==> src/rtl/dmem_copy_engine_pkg.sv <==
// Shared definitions for the dmem block-copy engine:
// word width, memory depth and FSM state encodings.
package dmem_copy_engine_pkg;

    localparam int DATA_W = 32;
    localparam int DEPTH  = 65536;

    typedef enum logic [1:0] {
        CP_IDLE = 2'd0,
        CP_RD   = 2'd1,
        CP_WR   = 2'd2,
        CP_DONE = 2'd3
    } cp_state_t;

endpackage

==> src/rtl/dmem_copy_engine.sv <==
// Block-copy master for the single dmem port, stalled by the arbiter grant.
// Optional running checksum of written words: define DMEM_COPY_CSUM_EN.
module dmem_copy_engine
    import dmem_copy_engine_pkg::cp_state_t;
    import dmem_copy_engine_pkg::CP_IDLE;
    import dmem_copy_engine_pkg::CP_RD;
    import dmem_copy_engine_pkg::CP_WR;
    import dmem_copy_engine_pkg::CP_DONE;
#(
    parameter int ADDR_W = 16,
    parameter int DATA_W = dmem_copy_engine_pkg::DATA_W
) (
    input  logic              clk,
    input  logic              rst,
    input  logic              start,
    input  logic [ADDR_W-1:0] src,
    input  logic [ADDR_W-1:0] dst,
    input  logic [ADDR_W-1:0] len,
    input  logic              gnt,
    output logic              busy,
    output logic              done,
`ifdef DMEM_COPY_CSUM_EN
    output logic [DATA_W-1:0] csum,
`endif
    output logic [ADDR_W-1:0] mem_a,
    output logic [DATA_W-1:0] mem_wd,
    output logic              mem_we,
    input  logic [DATA_W-1:0] mem_rd
);

    cp_state_t         state_q, state_d;
    logic [ADDR_W-1:0] src_q, src_d;
    logic [ADDR_W-1:0] dst_q, dst_d;
    logic [ADDR_W-1:0] len_q, len_d;
    logic [ADDR_W-1:0] i_q, i_d;
    logic [DATA_W-1:0] buf_q, buf_d;
    logic              busy_q;

    always_ff @(posedge clk) begin
        if (rst) begin
            state_q <= CP_IDLE;
            src_q   <= '0;
            dst_q   <= '0;
            len_q   <= '0;
            i_q     <= '0;
            buf_q   <= '0;
            busy_q  <= 1'b0;
        end else begin
            state_q <= state_d;
            src_q   <= src_d;
            dst_q   <= dst_d;
            len_q   <= len_d;
            i_q     <= i_d;
            buf_q   <= buf_d;
            busy_q  <= (state_d != CP_IDLE);
        end
    end

    always_comb begin
        state_d = state_q;
        src_d   = src_q;
        dst_d   = dst_q;
        len_d   = len_q;
        i_d     = i_q;
        buf_d   = buf_q;
        unique case (state_q)
            CP_IDLE: begin
                if (start) begin
                    src_d   = src;
                    dst_d   = dst;
                    len_d   = len;
                    i_d     = '0;
                    state_d = (len == '0) ? CP_DONE : CP_RD;
                end
            end
            CP_RD: begin
                if (gnt) begin
                    buf_d   = mem_rd;
                    state_d = CP_WR;
                end
            end
            CP_WR: begin
                if (gnt) begin
                    i_d     = i_q + ADDR_W'(1);
                    state_d = (i_d == len_q) ? CP_DONE : CP_RD;
                end
            end
            CP_DONE: state_d = CP_IDLE;
            default: state_d = CP_IDLE;
        endcase
    end

    // Port drive decodes from registered state; only we sees gnt directly.
    always_comb begin
        mem_a  = '0;
        mem_wd = '0;
        mem_we = 1'b0;
        unique case (state_q)
            CP_RD: mem_a = src_q + i_q;
            CP_WR: begin
                mem_a  = dst_q + i_q;
                mem_wd = buf_q;
                mem_we = gnt;
            end
            default: ;
        endcase
    end

    assign busy = busy_q;
    assign done = (state_q == CP_DONE);

`ifdef DMEM_COPY_CSUM_EN
    always_ff @(posedge clk) begin
        if (rst) begin
            csum <= '0;
        end else if (state_q == CP_IDLE && start) begin
            csum <= '0;
        end else if (mem_we) begin
            csum <= csum + buf_q;
        end
    end
`endif

endmodule
==> config.mk <==
export PLATFORM = sky130hd
export DESIGN_NAME = dmem_copy_engine
export DESIGN_NICKNAME = d
export VERILOG_FILES = /design/src/rtl/dmem_copy_engine_pkg.sv /design/src/rtl/dmem_copy_engine.sv
export SDC_FILE = /design/constraint.sdc
export NUM_CORES = 1
export LEC_CHECK = 0
export CORE_MARGIN = 8
export CORE_UTILIZATION = 35
export CTS_BUF_LIST = sky130_fd_sc_hd__clkbuf_8
export DETAILED_ROUTE_END_ITERATION = 7
export GPL_TIMING_DRIVEN = 0
export PLACE_DENSITY_LB_ADDON = 0.12
export SLEW_MARGIN = 20
export SYNTH_ARGS = -nofsm -noshare
export SYNTH_HDL_FRONTEND = slang
export SYNTH_SLANG_ARGS = --single-unit
==> constraint.sdc <==
create_clock -name clk -period 4.85 [get_ports clk]
set_clock_uncertainty 0.05 [all_clocks]
set_input_delay 0.485 -clock clk [delete_from_list [all_inputs] [get_ports clk]]
set_output_delay 0.485 -clock clk [all_outputs]
set_load 0.02 [all_outputs]
==> summary.log, run 1 <==
qor: critical_path.cp_data_arrival_time 4080 ps
qor: route.met2_routed_wirelength 7681 um
qor: placed_design.placement.io_buffers 133
qor: route.route.detailed.vias_per_inst 5.035
qor: synthesis.synth_seq_area_share 0.3657
qor: synthesis.count_of_yosys_warnings_during_synthesis 0
qor: critical_path.timing.critical_path.slowest_cell_delay 620 ps
qor: route.highest_layer met4
qor: die.die_x 140.4 um
qor: placed_design.dp_hpwl 13580 um
qor: synthesis.postSynthCellCount 716
qor: route.drt-wirelength-per-cell 16.15 um
qor: grt.track_usage 0.1689
qor: route.drt-total-wl 17000 um
qor: synthesis.synth_top_flop_cell sky130_fd_sc_hd__dfxtp_1
qor: sta.finalSetupTns 0 ps
qor: die.die_height 140.4 um
qor: sta.clock.fmax 216.6 MHz
qor: min_path.min-delay-path-class flop to flop
qor: sta.shortest_clock_period_the_worst_path_allows_after_layout 4616 ps
qor: sta.min_period_over_period 0.9518
qor: synthesis.combinational_family_with_the_most_area_after_synthesis simple AND/OR/NAND/NOR gates
qor: critical_path.crit_path_launch_type flop
qor: critical_path.required 4320 ps
qor: synthesis.synth.area.top_cells sky130_fd_sc_hd__dfxtp_1, sky130_fd_sc_hd__nand2_1, sky130_fd_sc_hd__a21oi_1
qor: clocking.cts.clk_slew.worst_paths 110 ps
qor: power_and_ir_drop.p_leak 2.783 nW
qor: sta.rsz0062_at_grt false
qor: route.routed-wl-met3 1077 um
qor: synthesis.synth.net_count 821
qor: synthesis.synth_area 5419 um2
qor: power_and_ir_drop.cellPowerDensity 264.1 nW/um2
qor: cells_and_area.post_route_utilization 0.4787
qor: synthesis.post_synth.cell_area_avg 7.568 um2
qor: min_path.hold_path_depth 2
qor: route.drc 0
qor: critical_path.setup.worst_path.class flop to primary output
qor: die.coreArea 15150 um2
qor: grt.grt_max_degree 20
qor: clocking.cts-root-buf sky130_fd_sc_hd__clkbuf_8
qor: synthesis.synth_edf_count 0
qor: critical_path.worstReg2RegStart state_q[0]
qor: clocking.clock_tree.htree_level_count 3
qor: cells_and_area.finish.net_count 965
qor: route.num_vias 5302
qor: synthesis.synth.lib_cells_used.distinct 57
qor: min_path.hold_path.startpoint buf_q[24]
qor: power_and_ir_drop.vdd_ir_drop_max 0.1244 mV
qor: grt.grt-ovfl-total 0
qor: synthesis.post_synth_fa_ha_maj_area_fraction 0.04987
qor: route.post_route_met1_wirelength 7809 um
qor: route.antenna_left 0
qor: clocking.setup_repair_bufs_after_cts 0
qor: synthesis.synth_xor_xnor_area_share 0.05010
qor: critical_path.ff2ff_path_depth 9
qor: clocking.ctsHoldBuffers 0
qor: sta.final-setup-viol-count 0
qor: sta.timing.max_slew.rel_slack 0.5947
qor: sta.timing_max_transition_violations_final 0
qor: die.start_util 0.3578
qor: sta.worst_pin_slew 608.0 ps
qor: cells_and_area.syn2layout_area_growth 33.80%
qor: run.drv.max_cap_violation_count 0
qor: synthesis.post_synth_and_or_nand_nor_area_fraction 0.2792
qor: synthesis.post_synth_mux_area_share 0.04248
qor: outcome.outcome completed
qor: critical_path.timing.critical_path.fanout_max 10
qor: cells_and_area.drive_above_1_share 0.06821
qor: critical_path.critPathLaunch state_q[0]
qor: synthesis.ffs_w_async_s_r_synth 0
qor: die.design.portCount 135
qor: grt.global_route_wire_length_before_repair 26780 um
qor: critical_path.critical_path.slowest_cell sky130_fd_sc_hd__clkdlybuf4s50_1
qor: synthesis.synth_largest_area_cell sky130_fd_sc_hd__dfxtp_1
qor: clocking.cts_made_buffers 9
qor: clocking.tritoncts done
qor: die.die-area 19720 um2
qor: sta.hold_viol_final 0
qor: die.std_cell_rows 45
qor: grt.vias_in_the_first_global_route 5216
qor: clocking.numClockSinks 99
qor: clocking.clk_path_buf_depth 2
qor: route.first_pass_iters 4
qor: grt.number_of_antenna_violations_at_the_first_check_in_global_routing 0
qor: route.drt_iter0_drc 206
qor: critical_path.timing.critical_path.cells inv_1, ha_1, buf_2, clkbuf_4, mux2_2, ha_1, a21o_1, a21o_1, a211oi_4, o21ai_2, a41oi_2, xor2_1, nor2_1, clkdlybuf4s50_1
qor: synthesis.synthDominantCellAreaShare 0.3657
qor: placed_design.place_congestion 0.8566
qor: critical_path.crit_path_end_kind primary output
qor: cells_and_area.antenna_cells 0
qor: clocking.clkLatencyLatePin 380 ps
qor: synthesis.synth-compound-area-share 0.1720
qor: synthesis.synth_seq_cells 99
-- path summary, 6_finish.rpt --
path	endpoint	slack, ps
worst min-delay path	buf_q[24]	410
worst max-delay path	mem_a[13]	230
worst min register to register	buf_q[24]	410
worst max register to register	i_q[15]	2450
-- layer usage --
layer | track usage | vias to the layer above
met4 | 0.06686 | 0
li1 | - | 2716
met2 | 0.2786 | 167
met1 | 0.2072 | 2394
met3 | 0.04145 | 25
met5 | 0 | -
-- critical path: cells and delay by family (launching register included) --
family                     cells  cell delay [ps]
buffers and inverters          4             1230
adders and majority gates      2              420
and+or+nand+nor                1              100
DFF                            1              350
xor gates and xnor gates       1              120
AOI/OAI and AO/OA              5             1120
muxes                          1              370
-- placed cells by master (no fill, tap or decap), types with 3 or more instances in the layout --
cell,n
sky130_fd_sc_hd__ha_1,20
sky130_fd_sc_hd__clkdlybuf4s50_1,130
sky130_fd_sc_hd__o21a_1,5
sky130_fd_sc_hd__nand2b_1,4
sky130_fd_sc_hd__clkbuf_1,31
sky130_fd_sc_hd__and3_1,4
sky130_fd_sc_hd__nor3_1,13
sky130_fd_sc_hd__nor2_1,38
sky130_fd_sc_hd__a21o_1,7
sky130_fd_sc_hd__and2_1,36
sky130_fd_sc_hd__dlymetal6s2s_1,3
sky130_fd_sc_hd__a31oi_1,5
sky130_fd_sc_hd__xor2_1,14
sky130_fd_sc_hd__o21ai_0,16
sky130_fd_sc_hd__inv_8,3
sky130_fd_sc_hd__clkbuf_8,9
sky130_fd_sc_hd__mux2i_1,5
sky130_fd_sc_hd__nor2b_1,4
sky130_fd_sc_hd__nor4_1,11
sky130_fd_sc_hd__or2_2,3
sky130_fd_sc_hd__inv_1,12
sky130_fd_sc_hd__a21oi_1,106
sky130_fd_sc_hd__nand3_1,7
sky130_fd_sc_hd__dfxtp_1,99
sky130_fd_sc_hd__nor3b_1,3
sky130_fd_sc_hd__nand4_1,6
sky130_fd_sc_hd__or3_1,4
sky130_fd_sc_hd__nand2_1,180
sky130_fd_sc_hd__buf_2,5
sky130_fd_sc_hd__o21ai_1,4
sky130_fd_sc_hd__buf_1,4
sky130_fd_sc_hd__mux2_2,15
sky130_fd_sc_hd__xnor2_1,17
sky130_fd_sc_hd__nand3_2,3
-- cell families after synthesis --
family	after synthesis
DFF	99
xor gates and xnor gates	31
and+or+nand+nor	326
buffers and inverters	55
AOI/OAI and AO/OA	163
muxes	21
adders and majority gates	21
-- Yosys cell counts (4+ instances only) --
cell type,n
sky130_fd_sc_hd__buf_2,5
sky130_fd_sc_hd__o21ai_0,17
sky130_fd_sc_hd__xor2_1,14
sky130_fd_sc_hd__nand3_1,7
sky130_fd_sc_hd__and2_1,36
sky130_fd_sc_hd__buf_1,6
sky130_fd_sc_hd__nor2b_1,4
sky130_fd_sc_hd__inv_1,12
sky130_fd_sc_hd__nand2_1,180
sky130_fd_sc_hd__a31oi_1,5
sky130_fd_sc_hd__dfxtp_1,99
sky130_fd_sc_hd__clkbuf_1,31
sky130_fd_sc_hd__mux2_2,15
sky130_fd_sc_hd__nor4_1,11
sky130_fd_sc_hd__o21a_1,5
sky130_fd_sc_hd__mux2i_1,5
sky130_fd_sc_hd__ha_1,20
sky130_fd_sc_hd__a21oi_1,106
sky130_fd_sc_hd__nor3_1,13
sky130_fd_sc_hd__a21o_1,7
sky130_fd_sc_hd__nand4_1,6
sky130_fd_sc_hd__xnor2_1,17
sky130_fd_sc_hd__nand2b_1,4
sky130_fd_sc_hd__or3_1,4
sky130_fd_sc_hd__and3_1,4
sky130_fd_sc_hd__nor2_1,38
-- flip-flops by register name (all words and copies together) (netlist names) --
name	count
len_q	16
state_q	2
i_q	16
src_q	16
busy	1
dst_q	16
buf_q	32
-- through the flow --
| step | hold WS [ps] | std cells | power [W] | setup WS, ps | cell area (um2) |
|---|---|---|---|---|---|
| floorplan | 381.7 | 716 | 0.001133 | 1243 | 5419 |
| global placement | 388.0 | 1037 | 0.001292 | 253.1 | 6985 |
| global route | 422.8 | 1053 | 0.002007 | 8.102 | 7251 |
| CTS | 408.3 | 1053 | 0.001932 | 45.46 | 7231 |
| detailed placement | 391.8 | 1037 | 0.001302 | 223.2 | 6985 |
| finish | 406.8 | 1053 | 0.001915 | 233.9 | 7251 |
-- report_power, final --
part           total (W)  internal [W]  switching, W  leakage [nW]
Combinational   0.000385      0.000171      0.000215          1.85
Clock           0.000633      0.000307      0.000326         0.122
Sequential      0.000897      0.000867     0.0000297         0.808
-- area by class of cell --
type / instances / area, um2
plain buffers: 43 / 182.7
well taps: 188 / 235.2
repair buffers: 133 / 1339
clock buffers: 9 / 123.9
flip-flops and latches: 99 / 1982
fillers: 1526 / 7895
inverters: 12 / 45.04
clock inverters: 7 / 118.9
multi-input cells: 562 / 3224
-- timing repair --
action,CTS,global route
hold endpoints to repair,0,0
endpoints found under the setup margin,5,4
resized for setup,2,8
Power figures use the tool's default switching activity.
==> run 2: changes to the inputs <==
Settings changed: CAP_MARGIN from default to 30.
==> results of run 2 <==
No change in the layout: final DEF, timing and power equal those of run 1.
==> RTL edit 1 (settings of run 1) <==
`ADDR_W`: 16 -> 14.
--- a/src/rtl/dmem_copy_engine.sv
+++ b/src/rtl/dmem_copy_engine.sv
@@ -9,3 +9,3 @@
 #(
-    parameter int ADDR_W = 16,
+    parameter int ADDR_W = 14,
     parameter int DATA_W = dmem_copy_engine_pkg::DATA_W
Ports: changed (resized dst, len, mem_a and src); port bits go from 135 to 127. No check against the original RTL was run, so the function may have changed too.
==> RTL edit 1 against run 1 <==
- critical path depth down 2
- sequential power down 8.1%
- worst setup slack worse by 0.017 ns
- first-iteration DRC count up 27%
- wire length down 10%
- clock power down 9.5%
- total power down 8.7%
- synthesized cell count down 10%
- final area down 8.1%
- die area down 7.5%
- core utilization up 0.15 points
- sequential cell count down 8
- synthesized area down 8.5%
==> RTL edit 1: results (changes against run 1) <==
- Run status: completed
- Beginning of the worst hold path: buf_q[28]$_SDFFE_PP0P_
- Synth top area share: 36.73% (+0.16 points)
- Synth top area cells: dfxtp_1 37%, nand2_1 13%, a21oi_1 9.8%
- GP Congestion: 0.8617 (+0.60%)
- Worst Path Arrival: 4.10 ns (+0.02 ns)
- First-pass GRT wire length: 24.32 mm (-9.2%)
- Syn. warnings: 0 (unchanged)
- Largest Register: buf_q
- Tot GR Track Use: 16.72% (-0.17 points)
- Mapped Cells: 643 (-10%)
- Drt initial violations: 261 (+27%)
- Netlist cell types: 59 (+3.5%)
- CP Launch Point: state_q[1]$_SDFF_PP0_
- Reg-to-Reg Start: i_q[0]$_SDFFE_PP0P_
- Initial antenna violation count: 0 (unchanged)
- Sequential fraction of the synthesis area: 36.73% (+0.16 points)
- VDD IR max: 133.1 µV (+6.9%)
- PortBufs: 125 (-6.0%)
- Max clock buf depth: 2 (unchanged)
- Reg2Reg Depth: 7 (-2)
- Placed Area: 0.006436 mm² (-7.9%)
- Synth top cells by count: 168 x nand2_1, 97 x a21oi_1, 91 x dfxtp_1, 44 x and2_1, 28 x clkbuf_1
- Worst-path clk slew: 0.10 ns
- Crit path max fanout: 10 (unchanged)
- Clk root buf: clkbuf_8
- Wire length per cell: 15.85 µm (-1.9%)
- Met2 Track Usage GR: 26.29% (-1.6 points)
- Clock Latency Late Sink: 0.38 ns (about the same)
- CTS H-tree lvls: 3 (unchanged)
- Hpwl dp: 11.90 mm (-12%)
- Cell family with most CP delay: buffers and inverters
- Largest net degree at the start of global routing: 18 (-10%)
- Via density: 5.029 (-0.12%)
- Hold Path Class: reg -> reg
- Placed Cells: 948 (-8.6%)
- Synth async-reset ratio: 0% (unchanged)
- Top_reg_cell synth: dfxtp_1
- Layout fillers: 1,391 (-8.8%)
- Drt pass-1 iters: 5 (+1)
- Post-Syn Nets: 740 (-9.9%)
- Met3 usage: 5.795% (+1.6 points)
- Share of layout cells above drive strength 1: 6.122% (-0.70 points)
- Fin cells: 964 (-8.5%)
- Lkg Pwr: 2.446 nW (-12%)
- Hold Path Stages: 2 (unchanged)
- Slowest stage delay, CP: 0.66 ns (+0.04 ns)
- Nets: 876 (-9.2%)
- Post-CTS setup buffer count: 0 (unchanged)
- GRT met1 Usage: 20.45% (-0.27 points)
- Rel. slew slack: 51.50% (-8.0 points)
- Vias in the first global route: 4,826 (-7.5%)
[RTL edit 1: changes by cell type after synthesis, moves of 4 or more]
cell            run 1  this run
o21ai_0            17        21
inv_1              12         8
nor4_1             11         4
dfxtp_1            99        91
nand2_1           180       168
a21o_1              7         3
a21oi_1           106        97
xor2_1             14         4
nor3_1             13         5
nor2_1             38        22
and2_1             36        44
[RTL edit 1: area by class of cell]
cell class | count | area [µm²] | share of cell area (%)
buffer | 40 | 183.9 | 2.759
clock buffer | 10 | 137.6 | 2.065
clock inverter | 6 | 78.83 | 1.182
inverter | 8 | 30.03 | 0.4505
multi-input combinational | 504 | 2943 | 44.14
sequential | 91 | 1822 | 27.33
tap | 180 | 225.2 | 3.378
timing repair buffer | 125 | 1246 | 18.69
[RTL edit 1: final timing paths]
kind / endpoint / slack (ns)
max: mem_a[11] / 0.22
min: buf_q[28]$_SDFFE_PP0P_ / 0.40
max reg2reg: busy$_SDFF_PP0_ / 2.49
min reg2reg: buf_q[28]$_SDFFE_PP0P_ / 0.40
[RTL edit 1: cells by family after synthesis]
| logic type | synth area share [%] |
|---|---|
| adder cells (fa/ha/maj) | 4.945 |
| multiplexers | 3.557 |
| AND/OR/NAND/NOR | 26.24 |
| flip-flops | 36.73 |
| buffers and inverters | 4.187 |
| XOR/XNOR | 4.238 |
| AO/OA/AOI/OAI | 20.11 |
[RTL edit 1: per-stage QoR]
step                      worst slack (ns)  power [mW]
after floorplan                     0.7766       1.039
after global placement             -0.1280       1.185
after detailed placement           -0.1900       1.194
after CTS                          0.03682       1.762
after global routing             -0.005955       1.840
final                               0.2165       1.749
[RTL edit 1: timing repair]
item                                    in CTS  in global routing
resized for setup                            6                  5
endpoints found under the setup margin       7                  3
gates cloned                                 0                  0
[RTL edit 1: per-layer routing]
metal,vias up,share of wire [%]
met2,142,45
met1,2214,44
met3,23,8.6
met4,0,2.1
li1,2469,-
met5,-,0
[RTL edit 1: worst register-to-register path, delay by kind of cell, from the launching register on]
kind            cells  cell delay, ns
simple gates        3            0.55
flops               1            0.52
fa+ha+maj           1            0.33
compound gates      3            0.85
[RTL edit 1: power breakdown]
group	internal [mW]	leakage [nW]	switching (mW)
Clock	0.264	0.111	0.308
Combinational	0.156	1.59	0.196
Sequential	0.796	0.742	0.0279
Total	1.22	2.45	0.532
==> RTL edit 2 (flow settings as in run 1) <==
Made on the original files. `i_q` and `buf_q` no longer have a reset.
--- a/src/rtl/dmem_copy_engine.sv
+++ b/src/rtl/dmem_copy_engine.sv
@@ -44,4 +44,2 @@
             len_q   <= '0;
-            i_q     <= '0;
-            buf_q   <= '0;
             busy_q  <= 1'b0;
@@ -52,6 +50,9 @@
             len_q   <= len_d;
-            i_q     <= i_d;
-            buf_q   <= buf_d;
             busy_q  <= (state_d != CP_IDLE);
         end
+    end
+
+    always_ff @(posedge clk) begin
+        i_q   <= i_d;
+        buf_q <= buf_d;
     end
Check against the original RTL: no difference found for any inputs over 4 cycles, from zero or initial values and one cycle with rst high; that may be too few to reach the edited logic, so the function may still have changed.
==> RTL edit 2 against run 1 <==
- synthesized area is 2.5% higher
- final area is 2.1% higher
- worst setup slack better by 0.032 ns
- wire length is 8.4% lower
- sequential cell count stayed put
- die area is 2.2% higher
- first-iteration DRC count is 12% higher
- largest cell class unchanged
Power is not compared: it rests on default switching activity, and its combinational part moved more than twofold at a synthesized area within 25%.
==> RTL edit 2: results (changes against run 1) <==
- Post-Syn Nets: 697 (-15%)
- Reg-to-Reg Start: i_q[0]$_SDFFCE_PN0P_
- GP Congestion: 0.8676 (+1.3%)
- Slowest stage delay, CP: 0.63 ns
- Sequential fraction of the synthesis area: 44.32% (+7.8 points)
- Largest net degree at the start of global routing: 33 (+65%)
- Synth top cells by count: 111 x nand2_1, 58 x a21oi_1, 51 x dfxtp_1, 50 x and2_1, 48 x edfxtp_1
- Hpwl dp: 12.36 mm (-9.0%)
- Post-cts sizing count: 7 (+5)
- Tot GR Track Use: 15.48% (-1.4 points)
- Max layer used: met4
- Die width: 142.0 µm (+1.1%)
- Vias in the first global route: 4,611 (-12%)
- R2R Path End: busy$_SDFF_PP0_
- First-pass GRT wire length: 24.29 mm (-9.3%)
- Worst-path clk slew: 0.11 ns (about the same)
- Fin cells: 959 (-8.9%)
- CTS Buf Count: 9 (unchanged)
- Worst Tran Pin Value: 0.6951 ns (+0.08706 ns)
- Crit path time final: 4.584 ns (-0.03183 ns)
- Met2 WL post-DR: 7.163 mm (-6.7%)
- GRT met1 Usage: 20.07% (-0.65 points)
- Post-CTS setup buffer count: 0 (unchanged)
- # diodes: 0 (unchanged)
- Netlist cell types: 63 (+11%)
- Critical path endpoint: mem_a[11]
- Worst Path Arrival: 4.05 ns (-0.03 ns)
- Drt initial violations: 231 (+12%)
- Synth top area cells: edfxtp_1 26%, dfxtp_1 18%, nand2_1 7.5%
- Lkg Pwr: 2.777 nW
- Reg2Reg Depth: 8 (-1)
- Worst reg2reg setup slack: 2.35 ns (-0.10 ns)
- Met2 Track Usage GR: 25.09% (-2.8 points)
- Placed Cells: 943 (-9.1%)
- CP max-delay cell: clkdlybuf4s50_1
- Post-synth EDFFs: 48 (+48)
- Mapped Avg Cell Area: 9.384 µm² (+24%)
- Antenna-violating nets left: 0 (unchanged)
- Met3 routed WL: 832 µm (-23%)
- Share of layout cells above drive strength 1: 8.210% (+1.4 points)
- Routed length on met1: 7.319 mm (-6.3%)
- VDD IR max: 139.0 µV
- Largest Register: buf_q
- Largest register FFs: 32 (unchanged)
- Drt pass-1 iters: 7 (+3)
- Vias: 4,681 (-12%)
- Max clock buf depth: 2 (unchanged)
- WL final: 15.58 mm (-8.4%)
- Nets: 843 (-13%)
- CTS H-tree lvls: 3 (unchanged)
- Run status: completed
- Met3 usage: 3.220% (-0.93 points)
- Syn. warnings: 0 (unchanged)
## RTL edit 2: final cells by class
type,count,area (µm²)
tap,216,270.3
clock inverter,7,53.80
clock buffer,9,123.9
multi-input combinational,448,2910
buffer,34,175.2
sequential,99,2464
inverter,11,41.29
fill,1536,8313
timing repair buffer,135,1361
## RTL edit 2: kinds of logic after synthesis
group	count (synthesis)	synth area share (%)
XOR/XNOR	29	5.608
buffers and inverters	45	3.761
multiplexers	20	3.941
AO/OA/AOI/OAI	114	13.09
flip-flops	99	44.32
adder cells (fa/ha/maj)	21	4.865
AND/OR/NAND/NOR	264	24.41
## RTL edit 2: how the worst min path moves through the flow
stage,depth (start not counted),from,to,slack [ns]
after floorplan,2,dst_q[0]$_SDFFE_PP0P_,dst_q[0]$_SDFFE_PP0P_,0.38
after global placement,2,dst_q[1]$_SDFFE_PP0P_,dst_q[1]$_SDFFE_PP0P_,0.39
after detailed placement,2,dst_q[11]$_SDFFE_PP0P_,dst_q[11]$_SDFFE_PP0P_,0.40
after CTS,2,dst_q[11]$_SDFFE_PP0P_,dst_q[11]$_SDFFE_PP0P_,0.41
after global routing,2,src_q[14]$_SDFFE_PP0P_,src_q[14]$_SDFFE_PP0P_,0.43
final,2,dst_q[11]$_SDFFE_PP0P_,dst_q[11]$_SDFFE_PP0P_,0.41
## RTL edit 2: power by group
part           internal, mW  switching, mW
Clock                 0.192          0.310
Sequential            0.996          0.107
Combinational         0.465          0.559
## RTL edit 2: through the flow
stage	util (%)	TNS [ns]	worst slack, ns	cell area (µm²)
floorplan	-	0	0.8306	5555
detailed placement	45.76	-1.886	-0.4615	7191
global route	47.09	0	0.009746	7400
CTS	46.97	0	0.005913	7381
finish	47.09	0	0.2657	7400
global placement	45.55	-1.863	-0.4600	7157
